## config.mk

```make
export PLATFORM = sky130hd
export DESIGN_NAME = uart_tx_streamer
export DESIGN_NICKNAME = d
export VERILOG_FILES = /design/src/rtl/uart_pkg.sv /design/src/rtl/uart_sync_fifo.sv /design/src/rtl/uart_tx_streamer.sv
export SDC_FILE = /design/constraint.sdc
export NUM_CORES = 1
export LEC_CHECK = 0
export BUFFER_PORTS_ARGS = -buffer_cell sky130_fd_sc_hd__clkbuf_2
export CELL_PAD_IN_SITES_DETAIL_PLACEMENT = 1
export CELL_PAD_IN_SITES_GLOBAL_PLACEMENT = 1
export CORE_ASPECT_RATIO = 2
export CORE_MARGIN = 4
export CORE_UTILIZATION = 50
export DETAILED_ROUTE_END_ITERATION = 16
export PLACE_DENSITY_LB_ADDON = 0.15
export SETUP_SLACK_MARGIN = 0.02
export SLEW_MARGIN = 25
export SYNTH_ARGS = -nofsm -noshare
export SYNTH_HDL_FRONTEND = slang
export SYNTH_HIERARCHICAL = 1
export SYNTH_SLANG_ARGS = --single-unit
```

## constraint.sdc

```tcl
create_clock -name clk -period 3.9 [get_ports clk]
set_input_delay 0.78 -clock clk [delete_from_list [all_inputs] [get_ports clk]]
set_output_delay 0.78 -clock clk [all_outputs]
set_load 0.005 [all_outputs]
```

## src/rtl/uart_pkg.sv

```systemverilog
// uart_pkg: shared UART types, line constants and baud divisor helper
//   Used by the transmitter (uart_tx_streamer) and the receiver.
package uart_pkg;
  typedef enum logic [2:0] {IDLE, START, DATA, PARITY, STOP} uart_tx_state_e;
  localparam logic UART_START_BIT = 1'b0;
  localparam logic UART_STOP_BIT  = 1'b1;
  localparam int   UART_DATA_BITS = 8;
  function automatic int clks_per_bit(input int clk_hz, input int baud);
    return (clk_hz + baud / 2) / baud;
  endfunction
endpackage

```

## src/rtl/uart_sync_fifo.sv

```systemverilog
// uart_sync_fifo: synchronous first-word-fall-through FIFO
//   clk, rst        clock, asynchronous active-high reset (flushes contents)
//   push, wdata     write request and data (ignored when full)
//   pop             read request (ignored when empty)
//   rdata           head entry, valid whenever !empty
//   full, empty     occupancy flags
//   count           number of entries held
module uart_sync_fifo #(
  parameter int WIDTH = 8,
  parameter int DEPTH = 16,
  localparam int AW = $clog2(DEPTH),
  localparam int CW = $clog2(DEPTH + 1)
) (
  input  logic             clk,
  input  logic             rst,
  input  logic             push,
  input  logic [WIDTH-1:0] wdata,
  input  logic             pop,
  output logic [WIDTH-1:0] rdata,
  output logic             full,
  output logic             empty,
  output logic [CW-1:0]    count
);
  logic [WIDTH-1:0] mem_q [DEPTH];
  logic [AW-1:0] wr_q, wr_d, rd_q, rd_d;
  logic [CW-1:0] count_q, count_d;
  logic do_push, do_pop;
  assign full    = count_q == CW'(DEPTH);
  assign empty   = count_q == '0;
  assign do_push = push && !full;
  assign do_pop  = pop && !empty;
  assign rdata   = mem_q[rd_q];
  assign count   = count_q;
  always_comb begin
    wr_d    = do_push ? wr_q + 1'b1 : wr_q;
    rd_d    = do_pop ? rd_q + 1'b1 : rd_q;
    count_d = count_q + CW'(do_push) - CW'(do_pop);
  end
  always_ff @(posedge clk or posedge rst)
    if (rst) begin
      wr_q    <= '0;
      rd_q    <= '0;
      count_q <= '0;
    end else begin
      wr_q    <= wr_d;
      rd_q    <= rd_d;
      count_q <= count_d;
    end
  always_ff @(posedge clk)
    if (do_push) mem_q[wr_q] <= wdata;
endmodule

```

## src/rtl/uart_tx_streamer.sv

```systemverilog
// uart_tx_streamer: buffered UART transmitter (8N1, or 8E1 with UART_TX_PARITY_EN)
//   clk, rst     clock, asynchronous active-high reset
//   tx_data      byte to send, sampled on the tx_valid && tx_ready handshake
//   tx_valid     producer offers tx_data
//   tx_ready     FIFO not full
//   TxD          registered serial line, idle high
//   busy         frame in progress or bytes queued
//   fifo_count   bytes waiting in the FIFO
// Define UART_TX_PARITY_EN to insert an even-parity bit between data and stop.
module uart_tx_streamer import uart_pkg::*; #(
  parameter int CLK_FREQ_HZ = 100_000_000,
  parameter int BAUD_RATE   = 9600,
  parameter int FIFO_DEPTH  = 16
) (
  input  logic                            clk,
  input  logic                            rst,
  input  logic [7:0]                      tx_data,
  input  logic                            tx_valid,
  output logic                            tx_ready,
  output logic                            TxD,
  output logic                            busy,
  output logic [$clog2(FIFO_DEPTH+1)-1:0] fifo_count
);
  localparam int CPB = clks_per_bit(CLK_FREQ_HZ, BAUD_RATE);
  localparam int BW  = $clog2(CPB + 1);
`ifdef UART_TX_PARITY_EN
  localparam uart_tx_state_e AFTER_DATA = PARITY;
`else
  localparam uart_tx_state_e AFTER_DATA = STOP;
`endif
  uart_tx_state_e state_q, state_d;
  logic [BW-1:0] baud_q, baud_d;
  logic [2:0] bit_q, bit_d;
  logic [UART_DATA_BITS-1:0] shift_q, shift_d;
  logic txd_q, txd_d;
  logic [7:0] fifo_rdata;
  logic fifo_full, fifo_empty, pop, last;
  uart_sync_fifo #(.WIDTH(8), .DEPTH(FIFO_DEPTH)) u_fifo (
    .clk   (clk),
    .rst   (rst),
    .push  (tx_valid),
    .wdata (tx_data),
    .pop   (pop),
    .rdata (fifo_rdata),
    .full  (fifo_full),
    .empty (fifo_empty),
    .count (fifo_count)
  );
  assign last     = baud_q == BW'(CPB - 1);
  // Popping on the last stop cycle chains frames with no idle gap.
  assign pop      = !fifo_empty && (state_q == IDLE || (state_q == STOP && last));
  assign tx_ready = !fifo_full;
  assign busy     = state_q != IDLE || !fifo_empty;
  assign TxD      = txd_q;
`ifdef UART_TX_PARITY_EN
  logic par_q, par_d;
  assign par_d = pop ? ^fifo_rdata : par_q;
  always_ff @(posedge clk or posedge rst)
    if (rst) par_q <= 1'b0;
    else par_q <= par_d;
`endif
  always_comb begin
    state_d = state_q;
    bit_d   = bit_q;
    shift_d = shift_q;
    baud_d  = (state_q == IDLE || last) ? '0 : baud_q + 1'b1;
    if (pop) begin
      state_d = START;
      shift_d = fifo_rdata;
    end else if (last) begin
      if (state_q == START) begin
        state_d = DATA;
        bit_d   = '0;
      end else if (state_q == DATA) begin
        bit_d   = bit_q + 1'b1;
        shift_d = {1'b0, shift_q[UART_DATA_BITS-1:1]};
        state_d = bit_q == 3'(UART_DATA_BITS - 1) ? AFTER_DATA : DATA;
      end else if (state_q == PARITY) begin
        state_d = STOP;
      end else if (state_q == STOP) begin
        state_d = IDLE;
      end
    end
    // Line level follows the next state so TxD is registered with no extra lag.
    txd_d = state_d == START ? UART_START_BIT :
            state_d == DATA  ? shift_d[0] :
`ifdef UART_TX_PARITY_EN
            state_d == PARITY ? par_d :
`endif
            UART_STOP_BIT;
  end
  always_ff @(posedge clk or posedge rst)
    if (rst) begin
      state_q <= IDLE;
      baud_q  <= '0;
      bit_q   <= '0;
      shift_q <= '0;
      txd_q   <= 1'b1;
    end else begin
      state_q <= state_d;
      baud_q  <= baud_d;
      bit_q   <= bit_d;
      shift_q <= shift_d;
      txd_q   <= txd_d;
    end
endmodule

```

==> results of run 1 <==
how the worst min path moves through the flow:
stage                          start              to  slack, ns
after CTS                        rst  u_fifo/rd_q[1]       0.39
after floorplan           shift_q[7]      shift_q[7]       0.47
final                            rst  u_fifo/rd_q[1]       0.39
after global placement     baud_q[0]       baud_q[0]       0.48
after detailed placement  shift_q[7]      shift_q[7]       0.49
after global routing             rst  u_fifo/rd_q[1]       0.43
power by group through the flow:
stage                     Clock [mW]  Combinational, mW  Sequential, mW
after floorplan                    0              0.374            2.24
after global placement             0              0.523            2.27
after detailed placement           0              0.560            2.29
after CTS                       1.73              0.571            2.25
after global routing            1.82              0.622            2.27
final                           1.69              0.557            2.25
layer usage:
| layer | wire, µm | global-route usage |
|---|---|---|
| met1 | 5493 | 0.2108 |
| met2 | 9718 | 0.3885 |
| met4 | 340 | 0.08623 |
| met5 | 0 | 0 |
| met3 | 322 | 0.03427 |
sequential cells by signal, indices dropped and copies added (netlist names):
signal / flops
state_q: 3
u_fifo/count: 5
bit_q: 3
shift_q: 8
u_fifo/wr_q: 4
u_fifo/rd_q: 4
baud_q: 14
TxD: 1
u_fifo/mem_q: 128
worst register-to-register path: cells and delay by family, from the launching register on:
family,cells,cell delay [ns]
xor gates and xnor gates,1,0.13
and+or+nand+nor,5,0.74
buffers and inverters,4,0.33
AOI/OAI and AO/OA,2,0.69
adders and majority gates,4,0.88
DFF,1,0.43
metrics by stage:
stage	cells	util	power, mW	hold WS, ns	instance area, µm²
after global routing	711	0.5741	4.710	0.4290	8283
after CTS	711	0.5741	4.551	0.3925	8283
after detailed placement	679	0.5317	2.846	0.4946	7672
after floorplan	478	-	2.613	0.4659	7397
after global placement	679	0.5317	2.794	0.4840	7672
final	711	0.5741	4.493	0.3866	8283
cell type report:
type | count | share of cell area
tap | 192 | 0.02900
multi-input combinational | 261 | 0.2696
clock buffer | 17 | 0.05136
timing repair buffer | 33 | 0.02598
sequential | 170 | 0.5912
clock inverter | 15 | 0.02236
inverter | 23 | 0.01042
cells by family (layout without fill, tap and decap cells):
logic type | count (synthesis) | count (layout)
AOI/OAI and AO/OA | 62 | 62
xor gates and xnor gates | 22 | 22
adders and majority gates | 16 | 16
buffers and inverters | 47 | 88
DFF | 170 | 170
muxes | 55 | 55
and+or+nand+nor | 106 | 106
cells in the mapped netlist, types with 9 or more instances:
| cell | instances | area [µm²] |
|---|---|---|
| a221oi_2 | 9 | 135.1 |
| and2_1 | 10 | 62.56 |
| dfrtp_1 | 41 | 1026 |
| a21oi_1 | 14 | 70.07 |
| clkbuf_1 | 9 | 33.78 |
| xnor2_1 | 11 | 96.34 |
| nor2_1 | 30 | 112.6 |
| edfxtp_1 | 128 | 3844 |
| ha_1 | 15 | 187.7 |
| mux4_2 | 16 | 360.4 |
| mux2i_1 | 38 | 380.4 |
| xor2_1 | 11 | 96.34 |
| inv_1 | 21 | 78.83 |
| nand3_1 | 13 | 65.06 |
| nand2_1 | 22 | 82.58 |
| o21ai_0 | 12 | 60.06 |
==> impl_metrics.tcl, run 1 <==
set metrics [dict create \
    outcome "finished, final reports clean" \
    critPathBufInv 4 \
    synthSimpleGateAreaFrac 0.07882 \
    mappedNetlistArea_um2 7397 \
    ys_types 50 \
    final_common_cell "edfxtp_1" \
    slew_headroom 0.3385 \
    fin_crit_sh 0.8367 \
    tightest_slew_ns 0.9886 \
    dieHeight_um 180.0 \
    seqPwrFrac 0.500 \
    wl_mm 15.88 \
    synth_ff_type "edfxtp_1" \
    crit_end "u_fifo/count[4]" \
    critPathArrivalTime_ns 3.62 \
    synth-async-reset-ratio 0.2471 \
    synth_mux_area_frac 0.1017 \
    vdd_drop_max_mv 0.3329 \
    yosysSeqAreaShare 0.6619 \
    ys_warn_count 6 \
    cts_setup_buffers 0 \
    setup_viol 0 \
    start_util 0.5127 \
    dieArea_um2 16920 \
    end_kind "flop" \
    cts_root_buf "clkbuf_16" \
    critPathMaxFanout 5 \
    gp_congestion 0.8154 \
    final_antenna_net_count 0 \
    synth-xor-area-share 0.02605 \
    place_ws_ns 0.6815 \
    crit_path_top_delay_cell "o41ai_4" \
    cts_tree "built" \
    final_cell_mix "128 x edfxtp_1, 40 x dfrtp_1, 38 x mux2i_1, 30 x nor2_1, 22 x nand2_1" \
    regArea_um2 4897 \
    grt_pass1_vias 4574 \
    rsz0062_at_grt "false" \
    syn_avg_cell_area_um2 15.48 \
    p_clk_frac 0.376 \
    grt_pass1_wl_mm 25.56 \
    swShare 0.2799 \
    portBuffers 18 \
    hpwl_mm 11.52 \
    rows 62 \
    cts.hold.buffers_added 0 \
    max_stage_delay_ns 0.53 \
    num_vias 4052 \
    r2r-end "u_fifo/count[4]" \
    nNetsFinal 533 \
    power_frac_comb 0.124 \
    r2r_cells 16 \
    vias_per_cell 5.699 \
    ioPinCount 19 \
    area_growth_syn_to_layout_pct 11.98 \
    cts-buffers-inserted 17 \
    cp_common_cell "ha_1" \
    syn_inst 478 \
    synth-compound-area-share 0.06732 \
    synth_fp_nets 505 \
    crit_family "adder cells" \
    synth_top_family_by_area "multiplexers" \
    grt_util_all_layers 0.2036 \
    crit_cells 16 \
    crit_type "reg -> reg" \
    first_pass_iters 4 \
    coreArea_um2 14430 \
    start_kind "flop" \
    drt_iter0_markers 141 \
    wl_per_cell_um 22.33 \
    overflow 0 \
    diodes 0 \
    finClkSkew_ns 0.01405 \
    cts_sinks 170 \
    finalHoldViolCount 0 \
    maxCapViolCount 0 \
    cts_resized 0 \
    synth_edf_count 128 \
    grt_antenna_before_repair 0 \
    clockBufferDepth 2 \
    finalCriticalPeriod_ns 3.263 \
    reg2reg_from "baud_q[0]" \
    max_freq_mhz 306.4 \
    setup-tns-final_ns 0 \
    worstHoldPathType "in -> async" \
    cp_data_required_time_ns 4.25 \
    p_int_mw 3.235 \
    clk_pin_slew_ns 0.07 \
    grt_max_degree 30 \
    clk_latency_ns 0.43 \
    drc 0 \
    path_cells "inv_1 > ha_1 > nand4bb_1 > o41ai_4 > nand2_2 > inv_2 > nor2b_1 > buf_4 > ha_1 > inv_1 > ha_1 > fa_1 > a21oi_1 > nor2_1 > nor2_1 > xnor2_1" \
    timing.final.ws_setup_ns 0.6368 \
    layout-drive-gt1-share 0.2023 \
    ys_seq_elements 170 \
    p_switching_mw 1.257 \
    startpoint "baud_q[0]" \
    n_fill_cell 1414 \
    multiInputGateArea_um2 2233 \
    p_per_area_nw_per_um2 542.4 \
    slew_violations 0 \
    die_w_um 94.01 \
    p_leak_nw 3.235 \
    r2r_slack_ns 0.64 \
    synth_fa_ha_area_frac 0.02808 \
    h-tree-depth 4 \
]
Note: power is estimated with default switching activity, not from simulation.
==> run 2, diff against run 1 <==
- clock period: 3.9 -> 3.1 ns (I/O delays scaled with it)
==> run 2 against run 1 <==
Net effect: core utilization rose by 1.1 points; worst setup slack got worse by 0.48 ns; combinational power is 31% higher; sequential cell count is the same; sequential power increased by 26%; via count is 0.91% higher.
==> impl_metrics.tcl, run 2 (synthesized netlist as in run 1, its figures left out) <==
set metrics [dict create \
    outcome "finished, final reports clean" \
    drc 0 \
    die_w_um 94.01 \
    swShare 0.2818 \
    reg2reg_from "baud_q[9]" \
    grt_util_all_layers 0.2152 \
    cts-buffers-inserted 17 \
    rows 62 \
    h-tree-depth 4 \
    r2r-end "u_fifo/count[4]" \
    crit_type "reg -> reg" \
    clockBufferDepth 2 \
    fin_crit_sh 0.9478 \
    slew_violations 0 \
    start_kind "flop" \
    place_ws_ns -0.004474 \
    final_cell_mix "128 x edfxtp_1, 40 x dfrtp_1, 38 x mux2i_1, 32 x buf_4, 30 x nor2_1" \
    setup_viol 0 \
    ioPinCount 19 \
    grt_pass1_vias 4662 \
    max_stage_delay_ns 0.55 \
    critPathMaxFanout 4 \
    drt_iter0_markers 258 \
    wl_mm 16.51 \
    start_util 0.5127 \
    timing.final.ws_setup_ns 0.1617 \
    num_vias 4089 \
    end_kind "flop" \
    final_common_cell "edfxtp_1" \
    p_per_area_nw_per_um2 678.6 \
    finalCriticalPeriod_ns 2.938 \
    crit_path_top_delay_cell "or4b_4" \
    path_cells "or4b_4 > o41ai_4 > nand2_2 > inv_2 > nor2b_4 > ha_1 > inv_1 > ha_2 > fa_2 > a21oi_2 > nor2_1 > nor2_1 > xnor2_1" \
    final_util 0.5854 \
    cts_tree "built" \
    maxCapViolCount 0 \
    seqPwrFrac 0.493 \
    cts_root_buf "clkbuf_16" \
    cts_sinks 170 \
    slew_headroom 0.5957 \
    dieHeight_um 180.0 \
    dieArea_um2 16920 \
    gp_congestion 0.7760 \
    r2r_slack_ns 0.16 \
    final_antenna_net_count 0 \
    rsz0062_at_grt "true" \
    clk_pin_slew_ns 0.07 \
    nNetsFinal 550 \
    startpoint "baud_q[9]" \
    critPathArrivalTime_ns 3.30 \
    finalHoldViolCount 0 \
    p_switching_mw 1.615 \
    p_clk_frac 0.380 \
    finClkSkew_ns 0.01645 \
    p_int_mw 4.116 \
    setup-tns-final_ns 0 \
    cp_common_cell "nor2_1" \
    largest_reg_flops 128 \
    worstHoldPathType "in -> async" \
    grt_pass1_wl_mm 26.61 \
    grt_max_degree 30 \
    reg_top3 "u_fifo/mem_q: 128 flops, baud_q: 14 flops, shift_q: 8 flops" \
    regMostFlops "u_fifo/mem_q" \
    r2r_cells 13 \
    overflow 0 \
    first_pass_iters 4 \
    clk_latency_ns 0.44 \
    hold_ws_ns 0.2406 \
    cts.hold.buffers_added 0 \
    power_mw 5.732 \
    tightest_slew_ns 0.6020 \
    crit_end "u_fifo/count[4]" \
    area_growth_syn_to_layout_pct 14.19 \
    portBuffers 18 \
    cp_data_required_time_ns 3.46 \
    vias_per_cell 5.617 \
    diodes 0 \
    p_leak_nw 3.323 \
    power_frac_comb 0.127 \
    grt_antenna_before_repair 0 \
    coreArea_um2 14430 \
    max_freq_mhz 340.3 \
    layout-drive-gt1-share 0.2351 \
    hpwl_mm 11.91 \
    wl_per_cell_um 22.67 \
    vdd_drop_max_mv 0.4264 \
]
==> run 2: changes by cell type in the layout (fill, tap and decap cells not counted), moves of 2 or more <==
cell	before	now
inv_12	2	4
inv_8	4	0
clkinv_8	4	7
buf_4	14	32
==> run 2: final cells by class <==
type / instances / area (µm²)
fillers: 1360 / 5982
multi-input cells: 261 / 2253
clock buffers: 17 / 425.4
flip-flops and latches: 170 / 4897
clock inverters: 15 / 214.0
repair buffers: 50 / 330.3
well taps: 192 / 240.2
inverters: 23 / 86.33
==> run 2: routing by layer <==
| metal | global-route usage | up-vias | share of wire |
|---|---|---|---|
| li1 | - | 1892 | - |
| met1 | 0.2240 | 2093 | 0.35 |
| met2 | 0.3985 | 76 | 0.59 |
| met3 | 0.04764 | 28 | 0.028 |
| met4 | 0.09722 | 0 | 0.034 |
| met5 | 0 | - | 0 |
==> run 2: power by group through the flow <==
stage,Combinational [mW],Clock [mW],Sequential [mW]
after floorplan,0.472,0,2.82
after global placement,0.680,0,2.86
after detailed placement,0.713,0,2.88
after CTS,0.723,2.23,2.83
after global routing,0.819,2.34,2.85
final,0.727,2.18,2.83
==> run 2: worst min-delay path by stage <==
stage	from	endpoint	depth (start not counted)
final	rst	u_fifo/count[1]	2
after detailed placement	baud_q[0]	baud_q[0]	1
after global placement	baud_q[0]	baud_q[0]	1
after CTS	rst	u_fifo/count[4]	2
after global routing	rst	u_fifo/count[1]	2
after floorplan	shift_q[7]	shift_q[7]	2
==> run 2: worst max-delay path: cells and delay by family, from the launching register on <==
kind | cells | cell delay (ns)
AO/OA/AOI/OAI | 2 | 0.54
buffers and inverters | 2 | 0.10
XOR/XNOR | 1 | 0.12
AND/OR/NAND/NOR | 5 | 0.99
adder cells (fa/ha/maj) | 3 | 0.70
flip-flops | 1 | 0.41
==> run 2: per-stage QoR <==
step / instance area, µm² / std cells
6_report: 8447 / 728
3_5_place_dp: 7779 / 694
4_1_cts: 8418 / 726
3_3_place_gp: 7779 / 694
5_1_grt: 8447 / 728
2_1_floorplan: 7415 / 478
==> run 2: repair_timing <==
action,4_1_cts,5_1_grt
setup endpoints to repair,1,1
resized for setup,0,4
buffers inserted,0,2
pin swaps,1,4
